**src/rtl/video_pkg.sv**
```systemverilog
// Shared definitions for the video tone mapper: output mode encodings,
// default luma weights and the fixed-point rounding constants.
package video_pkg;

    typedef enum logic [2:0] {
        MODE_COLOUR = 3'd0,
        MODE_GREEN  = 3'd1,
        MODE_AMBER  = 3'd2,
        MODE_WHITE  = 3'd3,
        MODE_TINT   = 3'd4
    } mode_t;

    typedef struct packed {
        logic hs;
        logic vs;
        logic de;
    } sync_t;

    localparam int KR_DEFAULT  = 54;
    localparam int KG_DEFAULT  = 183;
    localparam int KB_DEFAULT  = 19;
    localparam int ROUND_CONST = 128;
    localparam int FRAC_SHIFT  = 8;

    // Unassigned request codes fall back to plain colour.
    function automatic mode_t sanitize_mode(input logic [2:0] req);
        return (req > 3'd4) ? MODE_COLOUR : mode_t'(req);
    endfunction

endpackage

```
**src/rtl/luma_calc.sv**
```systemverilog
// Stages 1-2 of the tone mapper: register RGB, weight and sum with rounding,
// saturate to CW bits. The source RGB travels alongside Y with the same delay.
module luma_calc
    import video_pkg::*;
#(
    parameter int CW = 6,
    parameter int KR = KR_DEFAULT,
    parameter int KG = KG_DEFAULT,
    parameter int KB = KB_DEFAULT
) (
    input  logic          clk,
    input  logic          reset,
    input  logic [CW-1:0] r,
    input  logic [CW-1:0] g,
    input  logic [CW-1:0] b,
    output logic [CW-1:0] y,
    output logic [CW-1:0] r_d,
    output logic [CW-1:0] g_d,
    output logic [CW-1:0] b_d
);

    localparam int PW = CW + 8;
    localparam int SW = CW + 10;
    localparam int YW = SW - FRAC_SHIFT;

    logic [CW-1:0] r_s1, g_s1, b_s1;
    logic [PW-1:0] pr, pg, pb;
    logic [SW-1:0] sum;
    logic [YW-1:0] y_full;
    logic [CW-1:0] y_sat;

    always_comb begin
        pr     = PW'(KR) * PW'(r_s1);
        pg     = PW'(KG) * PW'(g_s1);
        pb     = PW'(KB) * PW'(b_s1);
        sum    = SW'(pr) + SW'(pg) + SW'(pb) + SW'(ROUND_CONST);
        y_full = YW'(sum >> FRAC_SHIFT);
        // Overflow past CW bits only happens when the weights add up to more than 1.0.
        y_sat  = (y_full > YW'({CW{1'b1}})) ? {CW{1'b1}} : y_full[CW-1:0];
    end

    // NOTE: pipeline state uses non-blocking assignments so every stage samples
    // the previous stage's value from before this edge, not the freshly updated one.
    always_ff @(posedge clk) begin
        if (reset) begin
            r_s1 <= '0;
            g_s1 <= '0;
            b_s1 <= '0;
            y    <= '0;
            r_d  <= '0;
            g_d  <= '0;
            b_d  <= '0;
        end else begin
            r_s1 <= r;
            g_s1 <= g;
            b_s1 <= b;
            y    <= y_sat;
            r_d  <= r_s1;
            g_d  <= g_s1;
            b_d  <= b_s1;
        end
    end

endmodule

```
**src/rtl/video_tone_mapper.sv**
```systemverilog
// Per-pixel colour-mode processor in front of the VGA DAC: luma pipeline, mode
// mux with frame-synchronous mode/tint shadows, and sync delay lines (3 clocks).
module video_tone_mapper
    import video_pkg::*;
#(
    parameter int CW     = 6,
    parameter int KR     = KR_DEFAULT,
    parameter int KG     = KG_DEFAULT,
    parameter int KB     = KB_DEFAULT,
    parameter bit HS_POL = 1'b0,
    parameter bit VS_POL = 1'b0
) (
    input  logic          CLK,
    input  logic          RESET,
    input  logic [2:0]    MODE_IN,
    input  logic [CW-1:0] TINT_R,
    input  logic [CW-1:0] TINT_G,
    input  logic [CW-1:0] TINT_B,
    input  logic [CW-1:0] R_IN,
    input  logic [CW-1:0] G_IN,
    input  logic [CW-1:0] B_IN,
    input  logic          HS_IN,
    input  logic          VS_IN,
    input  logic          DE_IN,
    output logic [CW-1:0] R_OUT,
    output logic [CW-1:0] G_OUT,
    output logic [CW-1:0] B_OUT,
    output logic          HS_OUT,
    output logic          VS_OUT,
    output logic          DE_OUT,
    output logic [2:0]    MODE_ACTIVE
);

    localparam int    TW        = 2 * CW + 1;
    localparam sync_t SYNC_IDLE = '{hs: ~HS_POL, vs: ~VS_POL, de: 1'b0};

    sync_t         sync_s1, sync_s2;
    logic [CW-1:0] y, r_d, g_d, b_d;
    mode_t         mode_shadow;
    logic [CW-1:0] tint_r, tint_g, tint_b;
    logic          frame_edge;
    logic [CW-1:0] r_map, g_map, b_map;

    // T = all ones scales by exactly 1.0, so the default tint is transparent.
    function automatic logic [CW-1:0] tint_scale(input logic [CW-1:0] luma,
                                                 input logic [CW-1:0] tint);
        logic [TW-1:0] prod;
        prod = TW'(luma) * (TW'(tint) + TW'(1));
        return CW'(prod >> CW);
    endfunction

    luma_calc #(
        .CW (CW),
        .KR (KR),
        .KG (KG),
        .KB (KB)
    ) u_luma_calc (
        .clk   (CLK),
        .reset (RESET),
        .r     (R_IN),
        .g     (G_IN),
        .b     (B_IN),
        .y     (y),
        .r_d   (r_d),
        .g_d   (g_d),
        .b_d   (b_d)
    );

    // NOTE: reset is sampled on the clock edge only; RESET is not in the sensitivity list.
    always_ff @(posedge CLK) begin
        if (RESET) begin
            sync_s1 <= SYNC_IDLE;
            sync_s2 <= SYNC_IDLE;
        end else begin
            sync_s1 <= '{hs: HS_IN, vs: VS_IN, de: DE_IN};
            sync_s2 <= sync_s1;
        end
    end

    // VS going active is seen on the registered copies, so the shadows load in
    // time for the pixel that carried the edge to be the first one remapped.
    assign frame_edge = (sync_s1.vs == VS_POL) && (sync_s2.vs != VS_POL);

    always_ff @(posedge CLK) begin
        if (RESET) begin
            mode_shadow <= MODE_COLOUR;
            tint_r      <= '1;
            tint_g      <= '1;
            tint_b      <= '1;
        end else if (frame_edge) begin
            mode_shadow <= sanitize_mode(MODE_IN);
            tint_r      <= TINT_R;
            tint_g      <= TINT_G;
            tint_b      <= TINT_B;
        end
    end

    assign MODE_ACTIVE = mode_shadow;

    // NOTE: every output of this block gets a default first, so no path can infer a latch.
    always_comb begin
        r_map = '0;
        g_map = '0;
        b_map = '0;
        if (sync_s2.de) begin
            case (mode_shadow)
                MODE_GREEN: g_map = y;
                MODE_AMBER: begin
                    r_map = y;
                    g_map = y >> 1;
                end
                MODE_WHITE: begin
                    r_map = y;
                    g_map = y;
                    b_map = y;
                end
                MODE_TINT: begin
                    r_map = tint_scale(y, tint_r);
                    g_map = tint_scale(y, tint_g);
                    b_map = tint_scale(y, tint_b);
                end
                default: begin
                    r_map = r_d;
                    g_map = g_d;
                    b_map = b_d;
                end
            endcase
        end
    end

    always_ff @(posedge CLK) begin
        if (RESET) begin
            R_OUT  <= '0;
            G_OUT  <= '0;
            B_OUT  <= '0;
            HS_OUT <= SYNC_IDLE.hs;
            VS_OUT <= SYNC_IDLE.vs;
            DE_OUT <= 1'b0;
        end else begin
            R_OUT  <= r_map;
            G_OUT  <= g_map;
            B_OUT  <= b_map;
            HS_OUT <= sync_s2.hs;
            VS_OUT <= sync_s2.vs;
            DE_OUT <= sync_s2.de;
        end
    end

endmodule

```
**config.mk**
```make
export PLATFORM = sky130hd
export DESIGN_NAME = video_tone_mapper
export DESIGN_NICKNAME = d
export VERILOG_FILES = /design/src/rtl/video_pkg.sv /design/src/rtl/luma_calc.sv /design/src/rtl/video_tone_mapper.sv
export SDC_FILE = /design/constraint.sdc
export NUM_CORES = 1
export LEC_CHECK = 0
export CAP_MARGIN = 5
export CORE_ASPECT_RATIO = 0.9
export CORE_MARGIN = 5
export CORE_UTILIZATION = 61
export DETAILED_ROUTE_END_ITERATION = 10
export MAX_ROUTING_LAYER = met4
export PLACE_DENSITY = 0.83
export SETUP_SLACK_MARGIN = 0.4
export SKIP_LAST_GASP = 1
export SYNTH_ARGS = -nofsm -noshare
export SYNTH_HDL_FRONTEND = slang
export SYNTH_SLANG_ARGS = --single-unit
```
**constraint.sdc**
```tcl
create_clock -name CLK -period 7.9 [get_ports CLK]
set_input_delay 2.37 -clock CLK [delete_from_list [all_inputs] [get_ports CLK]]
set_output_delay 2.37 -clock CLK [all_outputs]
set_load 0.05 [all_outputs]
```
==> results_dict.tcl <==
set metrics [dict create \
    nets 1353 \
    hold_viol_final 0 \
    synth-seq-cells 90 \
    dp_hpwl_um 16000 \
    drt_wl_total_um 20100 \
    synth_ff_type "dfxtp_1" \
    gp_congestion 0.916 \
    hold_start "sync_s1[2]" \
    power_density_nw_per_um2 305 \
    syn_area_um2 9190 \
    clk_pin_slew_ps 60 \
    cap_viol_max_count 0 \
    drive_gt1_share_pct 4.05 \
    required_ps 8100 \
    peakVddDrop_uv 382 \
    dieArea_um2 17600 \
    area_growth_pct 12.5 \
    cts_hold_repair.buffers 0 \
    drc 0 \
    clock-sinks 90 \
    synth_top_area_cell "fa_1" \
    syn-num-nets 1302 \
    drtIter0Drc 521 \
    gr-total-overflow 0 \
    pin_count 68 \
    yosysSeqAreaShare_pct 19.6 \
    instances_no_fill 1284 \
    firstDrtPassIters 5 \
    grt_usage_pct 24.4 \
    cp-start-kind "flip-flop" \
    synth_top_area_share_pct 20.7 \
    num_vias 7098 \
    diodes 0 \
    wl_per_cell_um 15.7 \
    postRouteAntennaNets 0 \
    cts.repair.resized 0 \
    setup-tns-final_ps 0 \
    startpoint "u_luma_calc.r_s1[2]" \
    port_buffers 67 \
    finalSetupViolCount 0 \
    period_minus_slack_ps 6870 \
    cts.path.max_buffers 2 \
    fmax_mhz 145 \
    root_buffer "clkbuf_16" \
    arrival_ps 7070 \
    synth_cell_types 55 \
    fin_skew_ps 8.21 \
    via_per_inst 5.53 \
    grt_util_met2_pct 36.9 \
    grt_pass1_wl_um 34100 \
    path_class "reg -> reg" \
    use_met1_pct 32.9 \
    cp_common_cell "ha_1" \
    synth_edf_count 0 \
    status "finished, final reports clean" \
    antenna_found_initial 0 \
    clock_latency_ps 360 \
    rsz0062_at_grt "no" \
    fp.dieW_um 139 \
    utilization_pct 70.0 \
    cp_slowest_cell "fa_1" \
    slew-limit-headroom_pct 34.8 \
    rows 42 \
    yosysMostFrequentCell "nand2_1" \
    die_h_um 126 \
    hold_path.class "reg -> reg" \
    cp-end-kind "flip-flop" \
    grt_busiest_layer "met2" \
    cts_setup_buffers 0 \
    fillers 1137 \
    synthTopCellsByArea "fa_1 21%, dfxtp_1 20%, ha_1 18%" \
    core_area_um2 14800 \
    leakagePower_nw 5.01 \
    final-max-slew-violation-count 0 \
    cts_tree "built" \
    max_stage_delay_ps 520 \
    async_flop_share_pct 0 \
    postSynthCellCount 1030 \
    hold_slack_ps 432 \
    rr_startpoint "u_luma_calc.r_s1[2]" \
    tightest_slew_ps 974 \
    cp_cell_sequence "ha_1 -> inv_1 -> fa_1 -> fa_1 -> inv_1 -> ha_1 -> xnor2_1 -> fa_1 -> ha_1 -> o21ai_0 -> nor2_1 -> nor2_1 -> ha_1 -> ha_1 -> fa_1 -> fa_1 -> ha_1 -> or3_1 -> o21a_1 -> nand4_1 -> a31oi_1 -> a32oi_1 -> o21ai_0" \
    yosys-top-cells-count "139 x nand2_1, 136 x inv_1, 133 x ha_1" \
    gr-usage-met3_pct 5.68 \
    place_inst 1268 \
    avgSynthCellArea_um2 8.92 \
    grt_max_degree 75 \
    cts_buffers 9 \
    yosysWarnings 0 \
    cp_max_fo 7 \
    start_util_pct 62.2 \
    fin_crit_sh_pct 87.0 \
    grt_pass1_vias 7266 \
    cts_max_level 3 \
]
## logic make-up (layout without fill, tap and decap cells)
logic type | Yosys count | count (layout) | synth area share, %
xor gates and xnor gates | 57 | 57 | 5.44
DFF | 90 | 90 | 19.6
buffers and inverters | 173 | 229 | 7.08
AOI/OAI and AO/OA | 133 | 133 | 9.73
muxes | 3 | 3 | 0.327
and+or+nand+nor | 346 | 346 | 19.0
adders and majority gates | 228 | 228 | 38.8
## metrics by stage
step / power [mW] / instance area [um^2] / setup slack, ps
3_3_place_gp: 2.59 / 10000 / 1420
5_1_grt: 3.51 / 10300 / 659
3_5_place_dp: 2.68 / 10000 / 1130
2_1_floorplan: 2.20 / 9190 / 1730
6_report: 3.15 / 10300 / 1030
4_1_cts: 3.15 / 10300 / 991
## layout by cell type, fill, tap and decap left out, types with 35 or more instances in the layout
master / count
nand2_1: 139
inv_1: 136
ha_1: 133
fa_1: 95
dfxtp_1: 90
clkdlybuf4s50_1: 66
nor2b_1: 37
nor2_1: 37
and2_1: 36
xnor2_1: 35
## per-layer routing
metal,vias up,wire [um]
met4,0,493
met3,47,1680
met2,235,8850
met5,-,0
li1,3469,-
met1,3347,9130
## layout make-up
| type | instances | area, um^2 | share of cell area [%] |
|---|---|---|---|
| Clock buffer | 12 | 267 | 2.58 |
| Multi-Input combinational cell | 767 | 6730 | 65.2 |
| Tap cell | 198 | 248 | 2.40 |
| Sequential cell | 90 | 1800 | 17.4 |
| Timing Repair Buffer | 77 | 741 | 7.17 |
| Inverter | 136 | 510 | 4.94 |
| Clock inverter | 4 | 32.5 | 0.315 |
## final timing paths
| check | to | slack, ps | cells past startpoint |
|---|---|---|---|
| max | u_luma_calc.y[4] | 1030 | 23 |
| min | sync_s2[2] | 430 | 1 |
| max reg2reg | u_luma_calc.y[4] | 1030 | 23 |
| min reg2reg | sync_s2[2] | 430 | 1 |
## worst max-delay path, delay by kind of cell, from the launching register on
family / cells / cell delay, ps
AO/OA/AOI/OAI: 5 / 1060
flip-flops: 1 / 340
buffers and inverters: 2 / 110
AND/OR/NAND/NOR: 4 / 750
XOR/XNOR: 1 / 260
adder cells (fa/ha/maj): 11 / 4190
## report_power, final
group          total [mW]  internal (mW)  switching (mW)
Combinational        2.21          0.926            1.28
Sequential          0.514          0.490          0.0239
Clock               0.425          0.241           0.184
(Power assumes the default switching activity.)
